===== src/rtl/calc_pkg.sv =====
// Shared definitions for the calculator command issuer: opcodes, the hold
// opcode, the packed command word and the issuer FSM states.
package calc_pkg;

  localparam int CALC_N = 8;

  localparam logic [2:0] OP_RST = 3'b000;
  localparam logic [2:0] OP_ADD = 3'b001;
  localparam logic [2:0] OP_SUB = 3'b010;
  localparam logic [2:0] OP_MUL = 3'b011;
  localparam logic [2:0] OP_AND = 3'b100;
  localparam logic [2:0] OP_OR  = 3'b101;
  localparam logic [2:0] OP_NOT = 3'b110;
  localparam logic [2:0] OP_XOR = 3'b111;

  // OR with uas=1 and zero operands re-saves the core's current result.
  localparam logic [2:0] HOLD_OPE = OP_OR;

  typedef struct packed {
    logic [2:0]        ope;
    logic              uas;
    logic [CALC_N-1:0] in1;
    logic [CALC_N-1:0] in2;
  } cmd_t;

  typedef enum logic [1:0] {
    ST_IDLE  = 2'd0,
    ST_ISSUE = 2'd1,
    ST_RESP  = 2'd2
  } state_t;

endpackage


===== src/rtl/calc_cmd_fifo.sv =====
// Show-ahead command FIFO; wrapping pointers address storage, an occupancy
// counter provides full/empty.
module calc_cmd_fifo
  import calc_pkg::*;
#(
  parameter int DEPTH = 4
) (
  input  logic clk,
  input  logic rst_n,
  input  logic push,
  input  logic pop,
  input  cmd_t wdata,
  output cmd_t rdata,
  output logic full,
  output logic empty
);

  localparam int AW = $clog2(DEPTH);

  logic [AW-1:0] wr_ptr;
  logic [AW-1:0] rd_ptr;
  logic [AW:0]   count;
  cmd_t          mem [DEPTH];

  logic do_push;
  logic do_pop;

  assign do_push = push && !full;
  assign do_pop  = pop && !empty;
  assign full    = (count == (AW+1)'(DEPTH));
  assign empty   = (count == '0);
  assign rdata   = mem[rd_ptr];

  always_ff @(posedge clk) begin
    // NOTE: sequential state uses <= so every register samples pre-edge values.
    if (!rst_n) begin
      wr_ptr <= '0;
      rd_ptr <= '0;
      count  <= '0;
    end else begin
      if (do_push) wr_ptr <= wr_ptr + 1'b1;
      if (do_pop)  rd_ptr <= rd_ptr + 1'b1;
      case ({do_push, do_pop})
        2'b10:   count <= count + 1'b1;
        2'b01:   count <= count - 1'b1;
        default: count <= count;
      endcase
    end
  end

  // NOTE: storage is not reset; empty/full gate every read, so stale words are never seen.
  always_ff @(posedge clk) begin
    if (do_push) mem[wr_ptr] <= wdata;
  end

endmodule


===== src/rtl/calc_cmd_issuer.sv =====
// Feeds queued commands to the calculator core one cycle at a time and returns
// each result; drives a hold op otherwise so the core's saved result survives.
module calc_cmd_issuer
  import calc_pkg::*;
#(
  parameter int DEPTH = 4,
  parameter int N     = 8
) (
  input  logic         clk,
  input  logic         rst_n,
  input  logic         cmd_valid,
  output logic         cmd_ready,
  input  logic [2:0]   cmd_ope,
  input  logic         cmd_uas,
  input  logic [N-1:0] cmd_in1,
  input  logic [N-1:0] cmd_in2,
  output logic [2:0]   alu_ope,
  output logic         alu_uas,
  output logic [N-1:0] alu_in1,
  output logic [N-1:0] alu_in2,
  input  logic [N-1:0] alu_out,
  input  logic         alu_err,
  output logic         rsp_valid,
  input  logic         rsp_ready,
  output logic [N-1:0] rsp_data,
  output logic         rsp_err,
  output logic [7:0]   err_cnt
);

  state_t state;
  state_t next_state;
  cmd_t   cmd_in;
  cmd_t   head;
  logic   fifo_full;
  logic   fifo_empty;
  logic   pop;
  logic   clr_core;

  assign cmd_in    = '{ope: cmd_ope, uas: cmd_uas, in1: cmd_in1, in2: cmd_in2};
  assign cmd_ready = rst_n && !fifo_full;

  calc_cmd_fifo #(.DEPTH(DEPTH)) u_fifo (
    .clk   (clk),
    .rst_n (rst_n),
    .push  (cmd_valid && cmd_ready),
    .pop   (pop),
    .wdata (cmd_in),
    .rdata (head),
    .full  (fifo_full),
    .empty (fifo_empty)
  );

  always_ff @(posedge clk) begin
    if (!rst_n) state <= ST_IDLE;
    else        state <= next_state;
  end

  // clr_core keeps the RST drive on the core until the first edge out of reset.
  always_ff @(posedge clk) begin
    if (!rst_n) begin
      clr_core <= 1'b1;
      rsp_data <= '0;
      rsp_err  <= 1'b0;
      err_cnt  <= '0;
    end else begin
      clr_core <= 1'b0;
      if (state == ST_ISSUE) begin
        rsp_data <= alu_out;
        rsp_err  <= alu_err;
        if (alu_err && err_cnt != 8'hFF) err_cnt <= err_cnt + 1'b1;
      end
    end
  end

  always_comb begin
    // NOTE: every output gets a default first, so no path can infer a latch.
    next_state = state;
    pop        = 1'b0;
    rsp_valid  = 1'b0;
    alu_ope    = HOLD_OPE;
    alu_uas    = 1'b1;
    alu_in1    = '0;
    alu_in2    = '0;
    case (state)
      ST_IDLE: begin
        if (!fifo_empty) next_state = ST_ISSUE;
      end
      ST_ISSUE: begin
        alu_ope    = head.ope;
        alu_uas    = head.uas;
        alu_in1    = head.in1;
        alu_in2    = head.in2;
        pop        = 1'b1;
        next_state = ST_RESP;
      end
      ST_RESP: begin
        rsp_valid = 1'b1;
        if (rsp_ready) next_state = fifo_empty ? ST_IDLE : ST_ISSUE;
      end
      default: next_state = ST_IDLE;
    endcase
    if (clr_core) begin
      alu_ope = OP_RST;
      alu_uas = 1'b0;
      alu_in1 = '0;
      alu_in2 = '0;
    end
  end

endmodule


===== config.mk =====
export PLATFORM = sky130hd
export DESIGN_NAME = calc_cmd_issuer
export DESIGN_NICKNAME = d
export VERILOG_FILES = /design/src/rtl/calc_pkg.sv /design/src/rtl/calc_cmd_fifo.sv /design/src/rtl/calc_cmd_issuer.sv
export SDC_FILE = /design/constraint.sdc
export NUM_CORES = 1
export LEC_CHECK = 0
export BUFFER_PORTS_ARGS = -buffer_cell sky130_fd_sc_hd__buf_2
export CORE_MARGIN = 1
export CORE_UTILIZATION = 25
export DETAILED_ROUTE_END_ITERATION = 16
export GPL_ROUTABILITY_DRIVEN = 0
export SYNTH_ARGS = -nofsm -noshare
export SYNTH_HDL_FRONTEND = slang
export SYNTH_SLANG_ARGS = --single-unit

===== constraint.sdc =====
create_clock -name clk -period 2.6 [get_ports clk]
set_input_delay 0.52 -clock clk [delete_from_list [all_inputs] [get_ports clk]]
set_output_delay 0.52 -clock clk [all_outputs]
set_load 0.01 [all_outputs]

==> impl_metrics.csv <==
group,metric,value,unit
synth,ys_seq_area_share,68.7,%
setup_path,slowest_delay,0.42,ns
synth,synth_xor_area_share,0.404,%
synth,async_flop_share,0,%
place,dp_hpwl,5380,µm
die,coreArea,16800,µm²
clock_network,post_cts.repair.setup_buffers,0,
min_path,hold_path_class,"in2reg",
route,ant_nets,0,
layout,final_nets,400,
route,drt_iter0_drc,133,
status,outcome,"complete, no violations",
setup_path,worstPathArrival,1.89,ns
synth,yosys_warnings,0,
synth,synth_compound_area_share,4.87,%
setup_path,end_kind,"output port",
setup_path,path_buf_inv,1,
die,dieArea,17900,µm²
synth,syn_inst,281,
layout,n_fill_cell,1677,
timing,worst_slew_margin_rel,58.4,%
setup_path,critPathTopFamily,"simple AND/OR/NAND/NOR gates",
grt,grt_max_degree,24,
pwr,ir_drop,0.344,mV
setup_path,crit_path_max_fanout,17,
die,fp.dieH,134,µm
setup_path,cp-start-kind,"flop",
die,io_pins,72,
synth,yosys.area_share.simple,9.92,%
grt,grt_pass1_vias,2499,
setup_path,slowest_stage,"dfxtp_1",
synth,synth.area.mux_share,11.5,%
clock_network,clk_pin_slew,0.07,ns
setup_path,crit_type,"reg2out",
synth,synthTopCellsByCount,"80 x edfxtp_1, 29 x dfxtp_1, 24 x nand2_1",
synth,synth_top_family_by_area,"multiplexers",
grt,grt_antenna_before_repair,0,
die,start_util,25.9,%
grt,track_usage,9.89,%
synth,synthDominantCellAreaShare,55.4,%
setup_path,critical_path_required,2.08,ns
timing,finalHoldViolations,0,
synth,synth_flop_cell,"edfxtp_1",
synth,synth_most_common_cell,"edfxtp_1",
synth,yosys.area.top_type,"edfxtp_1",
layout,antenna_cells,0,
synth,synth_enable_flop_cells,80,
timing,grt_setup_unrepaired,"false",
synth,synth_seq_cells,109,
route,drt-total-wl,8430,µm
job,cap_violations,0,
grt,grt_pass1_wl,13100,µm
synth,synth_fp_nets,321,
place,io_buffers,71,
synth,synth.area.top_cells,"edfxtp_1 55%, dfxtp_1 13%, mux4_2 10%",
synth,postSynthAreaPerCell,15.4,µm²
timing,hold_ws,0.382,ns
clock_network,ctsLongestPathBuffers,2,
clock_network,post_cts_resized,0,
timing,setup_viol,0,
route,drc,0,
clock_network,cts_made_buffers,9,
setup_path,crit_cells,4,
timing,min_period,2.41,ns
clock_network,cts_tree,"yes",
clock_network,cts_root_buf,"clkbuf_16",
route,via_per_inst,4.33,
setup_path,ff2ff_path_depth,8,
min_path,min_path_cells,1,
timing,setup_tns,0,ns
grt,grt_overflow,0,
route,route.vias.total,2533,
pwr,cellLeakagePower,1.89,nW
layout,drive_gt1_share,32.1,%
die,die_x,134,µm
route,drt_pass1_iterations,4,
timing,report.final.slew_viol_count,0,
timing,fmax,415,MHz
die,rows,47,
timing,period_share,92.7,%
synth,synth.distinct_cells,39,
synth,synthAdderAreaFrac,2.19,%
timing,tightest_slew,0.619,ns
timing,skew,0.00588,ns
synth,synth.cell_area,4340,µm²
setup_path,cp_cell_sequence,"and2b_1, nand2b_2, nor2b_1, buf_2",
clock_network,htreeDepth,3,
route,post_drt_wl_per_cell,14.4,µm
clock_network,cts.sinks,109,
clock_network,postCtsHoldBufs,0,
layout,syn_to_final_growth,22.1,%
clock_network,insertion_delay,0.35,ns
pwr,power_density,683,nW/µm²
setup_path,rrSetupSlack,0.51,ns
-- per-layer routing --
| metal | global-route usage (%) | part of all wire (%) | wire length (µm) | vias to the layer above |
|---|---|---|---|---|
| li1 | - | - | - | 1203 |
| met1 | 11.9 | 45 | 3750 | 1247 |
| met2 | 16.5 | 49 | 4100 | 72 |
| met3 | 3.04 | 5.3 | 444 | 11 |
| met4 | 3.79 | 1.5 | 127 | 0 |
| met5 | 0 | 0 | 0 | - |
-- flip-flops by register name, summed over array words and instances (netlist names), named ones only --
signal,count
rsp_err,1
err_cnt,8
state,2
u_fifo.mem,80
u_fifo.wr_ptr,2
u_fifo.rd_ptr,2
u_fifo.count,3
clr_core,1
rsp_data,8
-- placed cells by master, fill, tap and decap left out, drive strengths merged, types with 3 or more instances in the layout --
| cell | count |
|---|---|
| mux4 | 20 |
| dfxtp | 29 |
| nor2 | 13 |
| edfxtp | 80 |
| and2 | 6 |
| inv | 13 |
| clkinv | 3 |
| ha | 6 |
| nand2b | 4 |
| a211oi | 3 |
| clkbuf | 10 |
| mux2i | 5 |
| o21ai | 3 |
| a21oi | 18 |
| nand2 | 24 |
| buf | 80 |
| a31oi | 3 |
| nor2b | 20 |
-- power by group --
group          total (mW)  leakage (nW)  switching, mW  internal (mW)
Sequential           1.96         0.962         0.0274           1.93
Clock                1.40         0.151          0.636          0.766
Combinational       0.258         0.781          0.146          0.111
Total                3.62          1.89          0.810           2.81
-- final timing paths --
check                  start           endpoint
min reg2reg      rsp_data[1]        rsp_data[1]
max                 state[0]         alu_in2[4]
max reg2reg  u_fifo.count[2]    u_fifo.count[2]
min                  cmd_uas  u_fifo.mem[3][16]
-- cell type report --
class / count / area (µm²) / area share, %
flip-flops and latches: 109 / 2980 / 56.3
multi-input cells: 149 / 1250 / 23.7
repair buffers: 80 / 435 / 8.22
well taps: 220 / 275 / 5.20
clock buffers: 10 / 229 / 4.32
clock inverters: 6 / 78.8 / 1.49
inverters: 11 / 41.3 / 0.779
-- per-stage QoR --
stage	std cells	setup WS, ns	util, %	power [mW]	cell area [µm²]
2_1_floorplan	281	0.438	-	2.15	4340
3_3_place_gp	569	0.494	29.8	2.25	4990
3_5_place_dp	569	0.437	29.8	2.26	4990
4_1_cts	585	0.131	31.6	3.67	5300
5_1_grt	585	0.0227	31.6	3.76	5300
6_report	585	0.190	31.6	3.62	5300
-- cells by family after synthesis --
| kind of cell | Yosys count |
|---|---|
| AO/OA/AOI/OAI | 34 |
| XOR/XNOR | 2 |
| flip-flops | 109 |
| multiplexers | 25 |
| AND/OR/NAND/NOR | 81 |
| buffers and inverters | 23 |
| adder cells (fa/ha/maj) | 7 |
Power figures use the tool's default switching activity.
